===== config.mk =====
export PLATFORM = sky130hd
export DESIGN_NAME = spi_reg_ctrl
export DESIGN_NICKNAME = d
export VERILOG_FILES = /design/src/rtl/spi_reg_pkg.sv /design/src/rtl/spi_rx_byte.sv /design/src/rtl/spi_reg_ctrl.sv
export SDC_FILE = /design/constraint.sdc
export NUM_CORES = 1
export LEC_CHECK = 0
export ABC_CLOCK_PERIOD_IN_PS = 2800
export BUFFER_PORTS_ARGS = -buffer_cell sky130_fd_sc_hd__buf_4
export CAP_MARGIN = 20
export CORE_AREA = 2 2 74 76
export CTS_CLUSTER_DIAMETER = 50
export CTS_CLUSTER_SIZE = 24
export DETAILED_ROUTE_END_ITERATION = 10
export DIE_AREA = 0 0 76 78
export PLACE_DENSITY = 0.74
export SYNTH_ARGS = -nofsm -noshare
export SYNTH_HDL_FRONTEND = slang
export SYNTH_SLANG_ARGS = --single-unit

===== constraint.sdc =====
create_clock -name clk -period 2.8 [get_ports clk]
set_input_delay 0.28 -clock clk [delete_from_list [all_inputs] [get_ports clk]]
set_output_delay 0.28 -clock clk [all_outputs]
set_load 0.005 [all_outputs]

===== src/rtl/spi_reg_pkg.sv =====
// Shared constants and controller state encoding for the SPI register-access block.
package spi_reg_pkg;

  localparam int AW         = 7;
  localparam int BYTE_W     = 8;
  localparam int CMD_RW_BIT = 7;
  localparam int CNT_W      = $clog2(BYTE_W);

  typedef enum logic [2:0] {
    ST_IDLE  = 3'd0,
    ST_CMD   = 3'd1,
    ST_TURN  = 3'd2,
    ST_RDATA = 3'd3,
    ST_WDATA = 3'd4
  } state_t;

endpackage


===== src/rtl/spi_rx_byte.sv =====
// SPI byte deserialiser: one MOSI bit per clk while ss is low, MSB first.
module spi_rx_byte
  import spi_reg_pkg::*;
(
  input  logic              clk,
  input  logic              rst_n,
  input  logic              ss,
  input  logic              mosi,
  output logic [BYTE_W-1:0] rx_byte,
  output logic              dv,
  output logic              last_bit
);

  logic [CNT_W-1:0]  bit_cnt;
  logic [BYTE_W-1:0] sr;
  logic [BYTE_W-1:0] sr_next;

  assign sr_next  = {sr[BYTE_W-2:0], mosi};
  assign last_bit = (bit_cnt == CNT_W'(BYTE_W - 1)) && !ss;

  // dv is a registered pulse, high only in the cycle after the eighth bit.
  always_ff @(posedge clk or negedge rst_n) begin
    if (!rst_n) begin
      bit_cnt <= '0;
      sr      <= '0;
      rx_byte <= '0;
      dv      <= 1'b0;
    end else begin
      dv <= 1'b0;
      if (ss) begin
        bit_cnt <= '0;
        sr      <= '0;
      end else begin
        bit_cnt <= bit_cnt + CNT_W'(1);
        sr      <= sr_next;
        if (last_bit) begin
          rx_byte <= sr_next;
          dv      <= 1'b1;
        end
      end
    end
  end

endmodule


===== src/rtl/spi_reg_ctrl.sv =====
// SPI slave that turns {rw, addr} command frames into register writes or streamed reads
// with auto-incrementing address.
module spi_reg_ctrl #(
  parameter int AW = 7
) (
  input  logic          clk,
  input  logic          rst_n,
  input  logic          ss,
  input  logic          mosi,
  output logic          miso,
  output logic          wr_en,
  output logic [AW-1:0] wr_addr,
  output logic [7:0]    wr_data,
  output logic [AW-1:0] rd_addr,
  input  logic [7:0]    rd_data,
  output logic          busy,
  output logic          frame_err
);
  import spi_reg_pkg::*;

  state_t            state;
  state_t            state_next;
  logic [BYTE_W-1:0] rx_byte;
  logic [BYTE_W-1:0] tx_sr;
  logic [AW-1:0]     addr;
  logic              dv;
  logic              last_bit;
  logic              mid_byte;

  spi_rx_byte u_rx (
    .clk      (clk),
    .rst_n    (rst_n),
    .ss       (ss),
    .mosi     (mosi),
    .rx_byte  (rx_byte),
    .dv       (dv),
    .last_bit (last_bit)
  );

  always_ff @(posedge clk or negedge rst_n) begin
    if (!rst_n) state <= ST_IDLE;
    else        state <= state_next;
  end

  always_comb begin
    state_next = state;
    case (state)
      ST_IDLE:  if (!ss) state_next = ST_CMD;
      ST_CMD: begin
        if (ss)      state_next = ST_IDLE;
        else if (dv) state_next = rx_byte[CMD_RW_BIT] ? ST_TURN : ST_WDATA;
      end
      ST_TURN: begin
        if (ss)            state_next = ST_IDLE;
        else if (last_bit) state_next = ST_RDATA;
      end
      ST_RDATA: if (ss) state_next = ST_IDLE;
      ST_WDATA: if (ss) state_next = ST_IDLE;
      default:  state_next = ST_IDLE;
    endcase
  end

  always_comb begin
    busy = (state != ST_IDLE);
    miso = (state == ST_RDATA) ? tx_sr[BYTE_W-1] : 1'b0;
  end

  // A dv arriving with ss already high still completes its write; mid_byte records
  // whether the bit counter is away from a byte boundary, for abort detection.
  always_ff @(posedge clk or negedge rst_n) begin
    if (!rst_n) begin
      addr      <= '0;
      rd_addr   <= '0;
      tx_sr     <= '0;
      wr_en     <= 1'b0;
      wr_addr   <= '0;
      wr_data   <= '0;
      frame_err <= 1'b0;
      mid_byte  <= 1'b0;
    end else begin
      wr_en     <= 1'b0;
      frame_err <= ss && mid_byte;
      mid_byte  <= !ss && !last_bit;

      if (state == ST_CMD && dv && !ss) begin
        addr <= rx_byte[AW-1:0];
        if (rx_byte[CMD_RW_BIT]) rd_addr <= rx_byte[AW-1:0];
      end

      if (state == ST_WDATA && dv) begin
        wr_en   <= 1'b1;
        wr_addr <= addr;
        wr_data <= rx_byte;
        addr    <= addr + AW'(1);
      end

      if (ss) begin
        tx_sr <= '0;
      end else if ((state == ST_TURN || state == ST_RDATA) && last_bit) begin
        tx_sr   <= rd_data;
        rd_addr <= rd_addr + AW'(1);
      end else if (state == ST_RDATA) begin
        tx_sr <= {tx_sr[BYTE_W-2:0], 1'b0};
      end
    end
  end

endmodule

==> After elaboration in Yosys (flattened, before gate mapping) <==
Index checks and enable logic that the tools add are counted.
{ "op_classes": {"addsub": 3, "mul": 0, "div": 0, "order_cmp": 0, "eq_ne": 9, "n_shift": 0, "n_mux": 23, "bitwise_logic": 1, "reduce_logical": 17} }
{ "ops": {"columns": ["cell", "n"], "rows": [
  ["$mux W7", 7],
  ["$mux W3", 8],
  ["$mux W8", 3],
  ["$add A7 B1 Y7 const B", 2],
  ["$pmux W3 S4", 1],
  ["$logic_and A1 B1 Y1", 7],
  ["$eq A3 B2 Y1 const B", 2],
  ["$eq A3 B3 Y1 const B", 2],
  ["$reduce_bool A3 Y1", 2],
  ["$mux W1", 4],
  ["$reduce_and A4 Y1", 1],
  ["$add A3 B1 Y3 const B", 1],
  ["$eq A3 B1 Y1 const B", 1],
  ["$logic_not A3 Y1", 1],
  ["$ne A3 B2 Y1 const B", 1],
  ["$ne A3 B3 Y1 const B", 1],
  ["$logic_not A1 Y1", 2],
  ["$ne A2 B1 Y1 const B", 1],
  ["$ne A2 B2 Y1 const B", 1],
  ["$reduce_and A2 Y1", 1],
  ["$reduce_bool A2 Y1", 1],
  ["$reduce_or A2 Y1", 1],
  ["$logic_or A1 B1 Y1", 1],
  ["$not A1 Y1", 1]
]} }
{ "word_totals": {"reg_bits": 62, "latch_bits": 0, "ram_bits": 0, "mem_bits_ro": 0, "in_bits": 12, "out_inout_bits": 26, "wordCells": 66, "n_memories": 0} }

==> Depth between registers and ports, before layout <==
Gate-level depths: netlist of run 1.
{ "depth": {"word_depth": 6, "depth_mapped": 8, "ltp_nobuf": 6} }

==> Hierarchy <==
From an unflattened synthesis of run 1, not the netlist that was laid out.
{ "hier_totals": {"cells_unflattened": 256, "area_unflattened_um2": 2777.7} }
{ "by_module_without_submodules": {"columns": ["mod", "n_inst", "cells_per_inst", "area_each_um2"], "rows": [
  ["spi_reg_ctrl", 1, 213, 2064.5],
  ["spi_rx_byte", 1, 43, 713.2]
]} }

==> Worst setup path before layout of run 1 <==
Ideal clock, no wire load.
{ "synth_path": {"path_kind": "register to register", "start": "register u_rx.bit_cnt[0]", "end": "register tx_sr[1]", "arrival_ns": 1.592, "required_time_ns": 2.674, "setup_slack_ns": 1.082, "stages_incl_launch_ff": 7, "path_buffers": 0, "period_less_slack_ns": 1.718, "cell_sequence": "dfrtp_1 ha_1 ha_1 or2_1 a21oi_2 or2_1 o21ai_1"} }
{ "synth_via": {"elab_chain_len": 5} }
{ "synth_rtl": {"columns": ["element", "line", "rtl"], "rows": [
  ["start: declaration", "spi_rx_byte.sv:14", "logic [CNT_W-1:0] bit_cnt;"],
  ["start signal: assignment", "spi_rx_byte.sv:34", "bit_cnt <= bit_cnt + CNT_W'(1);"],
  ["$eq A3 B3 Y1 *", "spi_rx_byte.sv:19", "assign last_bit = (bit_cnt == CNT_W'(BYTE_W - 1)) && !ss;"],
  ["$logic_and A1 B1 Y1 *", "spi_rx_byte.sv:19", null],
  ["$logic_and A1 B1 Y1 *", "spi_reg_ctrl.sv:99", "end else if ((state == ST_TURN || state == ST_RDATA) && last_bit) begin"],
  ["$mux W8", "spi_reg_ctrl.sv:99", null],
  ["$mux W8", "spi_reg_ctrl.sv:97", "if (ss) begin"],
  ["end signal: assignment", "spi_reg_ctrl.sv:100", "tx_sr <= rd_data;"],
  ["end signal: assignment", "spi_reg_ctrl.sv:103", "tx_sr <= {tx_sr[BYTE_W-2:0], 1'b0};"],
  ["end: declaration", "spi_reg_ctrl.sv:24", "logic [BYTE_W-1:0] tx_sr;"]
]} }
Mark *: on every way between the ends. The rest lies on a longest branch, timed or not.
A chain may end at the register's enable or synchronous reset.

==> Worst setup path after layout of run 1 <==
{ "layout_path": {"start": "register u_rx.bit_cnt[0]", "end": "register rd_addr[3]"} }
{ "layout_via": {"elab_chain_len": 5} }
{ "layout_rtl": {"columns": ["element", "line", "rtl"], "rows": [
  ["$eq A3 B3 Y1", "spi_rx_byte.sv:19", null],
  ["$logic_and A1 B1 Y1", "spi_rx_byte.sv:19", null],
  ["$logic_and A1 B1 Y1", "spi_reg_ctrl.sv:99", null],
  ["$mux W7", "spi_reg_ctrl.sv:99", null],
  ["$mux W7", "spi_reg_ctrl.sv:97", null],
  ["end signal: assignment", "spi_reg_ctrl.sv:87", "if (rx_byte[CMD_RW_BIT]) rd_addr <= rx_byte[AW-1:0];"],
  ["end signal: assignment", "spi_reg_ctrl.sv:101", "rd_addr <= rd_addr + AW'(1);"],
  ["end: declaration", "spi_reg_ctrl.sv:14", "output logic [AW-1:0] rd_addr,"]
]} }
Every way passes these cells.

==> impl_results.md, run 1 <==
* Status: finished, final reports clean
* First-pass GRT wire length at between 9 and 10 mm
* Syn nets at 263
* # DRC at 0
* Max clock buf depth at 2
* Power Dens Cells at 524 nW/um^2
* Area Overhead vs Synth at 17.9%
* RSZ-0062 raised after global routing: no
* Core Region at 5040 um^2
* Post-synth top area share at between 50 and 60%
* Final min period at between 1.5 and 2 ns
* Clk sinks at 62
* Share of layout cells above drive strength 1 at 22.4%
* Row count at 26
* Die Y at 78 um
* Grt total ovfl at 0
* Worst setup path start: u_rx.bit_cnt[0]
* Critical Path Sink Type: register
* DR vias at 1913
* FF-to-FF Start: u_rx.bit_cnt[0]
* Crit path max fanout at 10
* Leak pwr at 1.67 nW
* CP arrival at 2.15 ns
* Final setup TNS at 0 ns
* Global Route Usage Sum at between 10% and 20%
* Area after DPL at 3010 um^2
* Multi-input logic area at approximately 1100 um^2
* GPL Wtd Cong at 0.720
* Final-report setup violation count at 0
* Routed Wire Length at between 5 and 6 mm
* CP required at 3.02 ns
* CTS tree: yes
* H-tree levels at 3
* Worst-Margin Slew at 0.752 ns
* Number of antenna diodes at 0
* Routed Antenna Nets at 0
* Design Area, Final at 3180 um^2
* Commonest cells after routing, fill and taps aside: nand2_1, dfrtp_1, buf_4, nor2b_1, clkbuf_8
* Cell count after synthesis at 247
* # resized after CTS at 0
* CTS Buf Count at 9
* DR iter-0 viols at 91
* VDD IR max at 0.289 mV
* Syn Std Cell Area at between 2000 and 3000 um^2
* CP delay by family, top: simple AND/OR/NAND/NOR gates
* HPWL Detailed at 3.42 mm
* Layout Nets at 302
* Crit-path slowest cell: nand4bb_1
* Root Driver: clkbuf_8
* Initial antenna violation count at 0
* Seq cells post-synth at just over 60
* Die W at between 70 and 80 um
* Clk_lat worst skew at 0.33 ns
* Top post-synthesis cells by area: dfrtp_1, nand2_1, mux2i_1
* Hold Slack at 0.0206 ns
* CP Cell Sequence: ha_1 > ha_1 > nand4bb_1 > nor2_1 > nor2_1 > o221a_1
* Final worst-path cycle share at 68.9%
* # fillers at 431
* Initial core utilization at 53.5%
* Vias in the first global route at 1856
* Register Area at 1550 um^2
* # IOs at 38
* Setup bufs post-CTS at 0
* Largest net degree at the start of global routing at 63
* Worst Path Buf+Inv at 0
* Max-slew violations at 0
* Hold crit path type: in -> async
* Seq/Total Area, Yosys at 57.5%
* Max-cap viol count at 0
* WL per Instance at 14.6 um
* Fmax at 0.518 GHz
* Die ar. at 5930 um^2
* Vias per std cell at 5.31
* Hold Fails Final Rpt at 0
* Clock Pin Slew Worst Setup and Hold Paths at 0.06 ns
* Nature of the critical path startpoint: register
* Yosys cell types at 46
* Average cell area after synthesis at roughly 11 um^2
* Power Total at 1.67 mW
* Worst Setup Path Type: reg -> reg
* Worst Skew at 0.00619 ns
* Area leader, netlist: dfrtp_1
* Drt first pass iters at 5
* Number of port buffers at 37
* Worst relative slew slack at 49.9%
* YS warnings at 0
* Hold-fix buffer count after cts at 0
* Worst path max stage delay at 0.55 ns
[registers in the layout, summed over array words and instances (netlist names)]
signal / flops
addr: 7
frame_err: 1
mid_byte: 1
rd_addr: 7
state: 3
tx_sr: 8
u_rx.bit_cnt: 3
u_rx.dv: 1
u_rx.rx_byte: 8
u_rx.sr: 7
wr_addr: 7
wr_data: 8
wr_en: 1
[worst reg2reg max path, delay by kind of cell, from the launching register on]
family	cells	cell delay (ns)
and+or+nand+nor	3	0.86
AOI/OAI and AO/OA	1	0.22
DFF	1	0.35
adders and majority gates	2	0.39
[cell type report]
cell class / instances / share of cell area [%]
Sequential cell: 62 / 48.8
Multi-Input combinational cell: 171 / 33.5
Timing Repair Buffer: 39 / 9.21
Clock buffer: 14 / 5.12
Tap cell: 70 / 2.75
Inverter: 3 / 0.433
Clock inverter: 1 / 0.157
[Yosys cell counts, drive strengths merged]
cell type,count
dfrtp,62
nand2,62
nand3,11
nor2b,11
o21ai,11
a21oi,10
mux2i,10
buf,9
nor2,9
mux2,8
ha,4
and3,3
inv,3
o221a,3
or2,3
clkbuf,2
nand4bb,2
nor3,2
o21a,2
o21ba,2
o22ai,2
a221o,1
a22o,1
a22oi,1
a31oi,1
a41oi,1
and2,1
and3b,1
and4bb,1
nand3b,1
nor4b,1
o211ai,1
o22a,1
o311a,1
o311ai,1
or3,1
or4b,1
[logic make-up (layout without fill, tap and decap cells)]
logic type	after synthesis	after routing	synth area share, %
and+or+nand+nor	110	110	19.8
DFF	62	62	57.5
AOI/OAI and AO/OA	39	39	10.8
muxes	18	18	7.05
buffers and inverters	14	57	2.97
adders and majority gates	4	4	1.86
[stage by stage]
stage / setup slack, ns / cells / utilization [%]
final: 0.870 / 360 / 63.1
after global routing: 0.654 / 360 / 63.1
after CTS: 0.862 / 360 / 63.1
after detailed placement: 0.871 / 345 / 59.7
after global placement: 0.924 / 345 / 59.7
after floorplan: 1.08 / 247 / -
[power by group]
group | switching [mW] | leakage [nW] | total [mW] | internal (mW)
Clock | 0.320 | 0.0865 | 0.684 | 0.365
Combinational | 0.0354 | 0.733 | 0.0600 | 0.0246
Sequential | 0.0127 | 0.845 | 0.922 | 0.909
[layer usage]
layer,track usage [%],share of wire (%)
met1,25.8,46
met3,4.53,5.8
met5,0,0
met4,11.1,2.0
met2,30.3,46
[path summary, 6_finish.rpt]
check | to | slack (ns) | cells past startpoint
min | wr_data[6] | 0.02 | 1
max in group asynchronous | u_rx.sr[3] | 2.29 | 1
min reg2reg | u_rx.bit_cnt[0] | 0.42 | 1
min in group clk | tx_sr[0] | 0.17 | 2
max | rd_addr[3] | 0.87 | 6
max reg2reg | rd_addr[3] | 0.87 | 6
(Power assumes the default switching activity.)
==> inputs of run 2 (changes only) <==
- ABC_CLOCK_PERIOD_IN_PS: 2800 -> 1800
- clock period: 2.8 -> 1.8 ns (I/O delays scaled with it)
==> run 2 against run 1 <==
  * Critical path depth up 1
  * Global-route usage up 0.42 points
  * Clock power up 78%
  * Flip-flop and latch count unchanged
  * Count of clock-buffer cells in the layout down 2
  * Total power up 65%
  * Cell area up 4.7%
  * Utilization up 3.0 points
  * Die area unchanged
  * Sequential share of layout area down 2.2 points
  * Register-to-register slack worse by 0.78 ns
  * Critical endpoint unchanged
  * Largest power group unchanged
==> impl_results.md, run 2 (synthesis gave the netlist of run 1 again) <==
* Clock Pin Slew Worst Setup and Hold Paths at 0.07 ns (was 0.06 ns)
* VDD IR max at 0.509 mV (was 0.289 mV)
* DR iter-0 viols at 112 (was 91)
* WL per Instance at 14.5 um (was 14.6 um)
* Leak pwr at 1.73 nW (was 1.67 nW)
* R2r setup slk at 0.08 ns (was 0.87 ns)
* Crit path to: rd_addr[3] (unchanged)
* DR vias at 1925 (was 1913)
* Max-cap viol count at 0 (unchanged)
* Layout Nets at 311 (was 302)
* Initial antenna violation count at 0 (unchanged)
* Gate power share at 3.8% (was 3.6%)
* Worst-Margin Slew at 0.752 ns (about the same)
* Hold Fails Final Rpt at 0 (unchanged)
* Commonest cells after routing, fill and taps aside: nand2_1, dfrtp_1, buf_4, clkbuf_8 (was nand2_1, dfrtp_1, buf_4, nor2b_1, clkbuf_8)
* Reg-to-Reg End: rd_addr[3] (unchanged)
* Clk_lat worst skew at 0.33 ns (about the same)
* GPL Wtd Cong at 0.792 (was 0.720)
* Vias per std cell at 5.20 (was 5.31)
* H-tree levels at 3 (unchanged)
* Final worst-path cycle share at 95.3% (was 68.9%)
* Number of antenna diodes at 0 (unchanged)
* FF-to-FF Start: u_rx.bit_cnt[0] (unchanged)
* Clk sinks at 62 (unchanged)
* Routed Wire Length at 5.37 mm (was 5.25 mm)
* CP required at 2.03 ns (was 3.02 ns)
* Largest net degree at the start of global routing at 63 (unchanged)
* Root Driver: clkbuf_8 (unchanged)
* Post-route setup slack at 0.0847 ns (was 0.870 ns)
* Internal power at 2.17 mW (was 1.30 mW)
* Multi-input logic area at 1100 um^2 (was 1070 um^2)
* Initial core utilization at 53.5% (unchanged)
* CTS Buf Count at 9 (unchanged)
* Die W at 76 um (unchanged)
* Worst setup path start: u_rx.bit_cnt[0] (unchanged)
* Setup bufs post-CTS at 0 (unchanged)
* Power Dens Cells at 828 nW/um^2 (was 524 nW/um^2)
* Worst relative slew slack at 49.9% (about the same)
* HPWL Detailed at 3.50 mm (was 3.42 mm)
* Status: finished, final reports clean (unchanged)
* Switching Power at 0.589 mW (was 0.368 mW)
* Sequential share of power at 52.0% (was 55.3%)
* Max-slew violations at 0 (unchanged)
* Number of port buffers at 37 (unchanged)
* Area Overhead vs Synth at 23.4% (was 17.9%)
* Switch share at 21.4% (was 22.1%)
* Post-layout util at 66.0% (was 63.1%)
* CTS tree: yes (unchanged)
* Die Y at 78 um (unchanged)
* Worst Skew at 0.00596 ns (was 0.00619 ns)
* Core Region at 5040 um^2 (unchanged)
* Share of layout cells above drive strength 1 at 27.3% (was 22.4%)
* Crit path max fanout at 4 (was 10)
* Vias in the first global route at 1804 (was 1856)
* Final setup TNS at 0 ns (unchanged)
* RSZ-0062 raised after global routing: no (unchanged)
* # DRC at 0 (unchanged)
* Hold crit path type: in -> reg (was in -> async)
* Dpl ws at -0.0343 ns (was 0.871 ns)
* Final-report setup violation count at 0 (unchanged)
* Fmax at 0.583 GHz (was 0.518 GHz)
* CP arrival at 1.94 ns (was 2.15 ns)
* Drt first pass iters at 4 (was 5)
* Row count at 26 (unchanged)
* Clock share of power at 44.2% (was 41.1%)
* Routed Antenna Nets at 0 (unchanged)
* R2R cell count at 7 (was 6)
* Max clock buf depth at 2 (unchanged)
* Die ar. at 5930 um^2 (unchanged)
* Final min period at 1.72 ns (was 1.93 ns)
* First-pass GRT wire length at 9.07 mm (was 9.00 mm)
* Nature of the critical path startpoint: register (unchanged)
* Critical Path Sink Type: register (unchanged)
* Hold Slack at 0.0709 ns (was 0.0206 ns)
* # IOs at 38 (unchanged)
* Global Route Usage Sum at 20.0% (was 19.6%)
* Grt total ovfl at 0 (unchanged)
* Regs by FF count: tx_sr: 8 flops, u_rx.rx_byte: 8 flops, wr_data: 8 flops (unchanged)
* # fillers at 421 (was 431)
* Worst Setup Path Type: reg -> reg (unchanged)
* Register Area at 1550 um^2 (unchanged)
==> run 2: changes by cell type in the layout (fill, tap and decap cells not counted), moves of 2 or more <==
cell	change
buf_4	+6
clkbuf_1	-2
clkinv_2	+2
ha_1	-2
==> run 2: layout make-up <==
type	instances	share of cell area [%]
clock inverters	4	1.35
multi-input cells	171	33.0
well taps	70	2.63
flip-flops and latches	62	46.6
inverters	3	0.413
repair buffers	48	11.4
clock buffers	12	4.66
==> run 2: per-layer routing <==
| metal | wire length [um] | global-route usage [%] | up-vias |
|---|---|---|---|
| met3 | 219 | 6.40 | 10 |
| met2 | 2620 | 31.1 | 45 |
| li1 | - | - | 944 |
| met4 | 78 | 8.73 | 0 |
| met5 | 0 | 0 | - |
| met1 | 2450 | 26.1 | 926 |
==> run 2: stage by stage <==
stage               instances  instance area [um^2]  total power, mW
global placement          353                  3080             1.56
floorplan                 247                  2700             1.49
CTS                       370                  3310             2.80
detailed placement        353                  3080             1.56
global route              370                  3330             2.88
finish                    370                  3330             2.76
==> run 2: power groups by stage <==
| stage | combinational (mW) | sequential [mW] | clock, mW |
|---|---|---|---|
| 6_report | 0.105 | 1.43 | 1.22 |
| 5_1_grt | 0.120 | 1.44 | 1.33 |
| 4_1_cts | 0.106 | 1.43 | 1.26 |
| 3_5_place_dp | 0.102 | 1.46 | 0 |
| 3_3_place_gp | 0.101 | 1.46 | 0 |
| 2_1_floorplan | 0.0405 | 1.45 | 0 |
==> run 2: worst max-delay path: stages (launching register included) <==
cell      delay (ns)
dfrtp_1         0.39
ha_2            0.19
ha_4            0.16
buf_4           0.13
and4bb_2        0.26
a31oi_4         0.21
nor2_1          0.07
o221a_1         0.20
==> run 2: what timing repair did <==
item | CTS | global route
hold buffers | 1 | 0
endpoints found under the setup margin | 11 | 9
pin swaps | 0 | 5
endpoints found under the hold margin | 62 | 0
gates resized for setup | 3 | 6
==> run 2: worst min path at each step <==
stage | start | endpoint | slack (ns) | depth (start not counted)
floorplan | rst_n | addr[0] | -0.12 | 0
detailed placement | rst_n | wr_data[6] | 0.30 | 1
finish | rd_data[0] | tx_sr[0] | 0.07 | 2
CTS | rd_data[0] | tx_sr[0] | 0.06 | 2
global route | rd_data[0] | tx_sr[0] | 0.06 | 2
global placement | rst_n | wr_en | 0.30 | 1
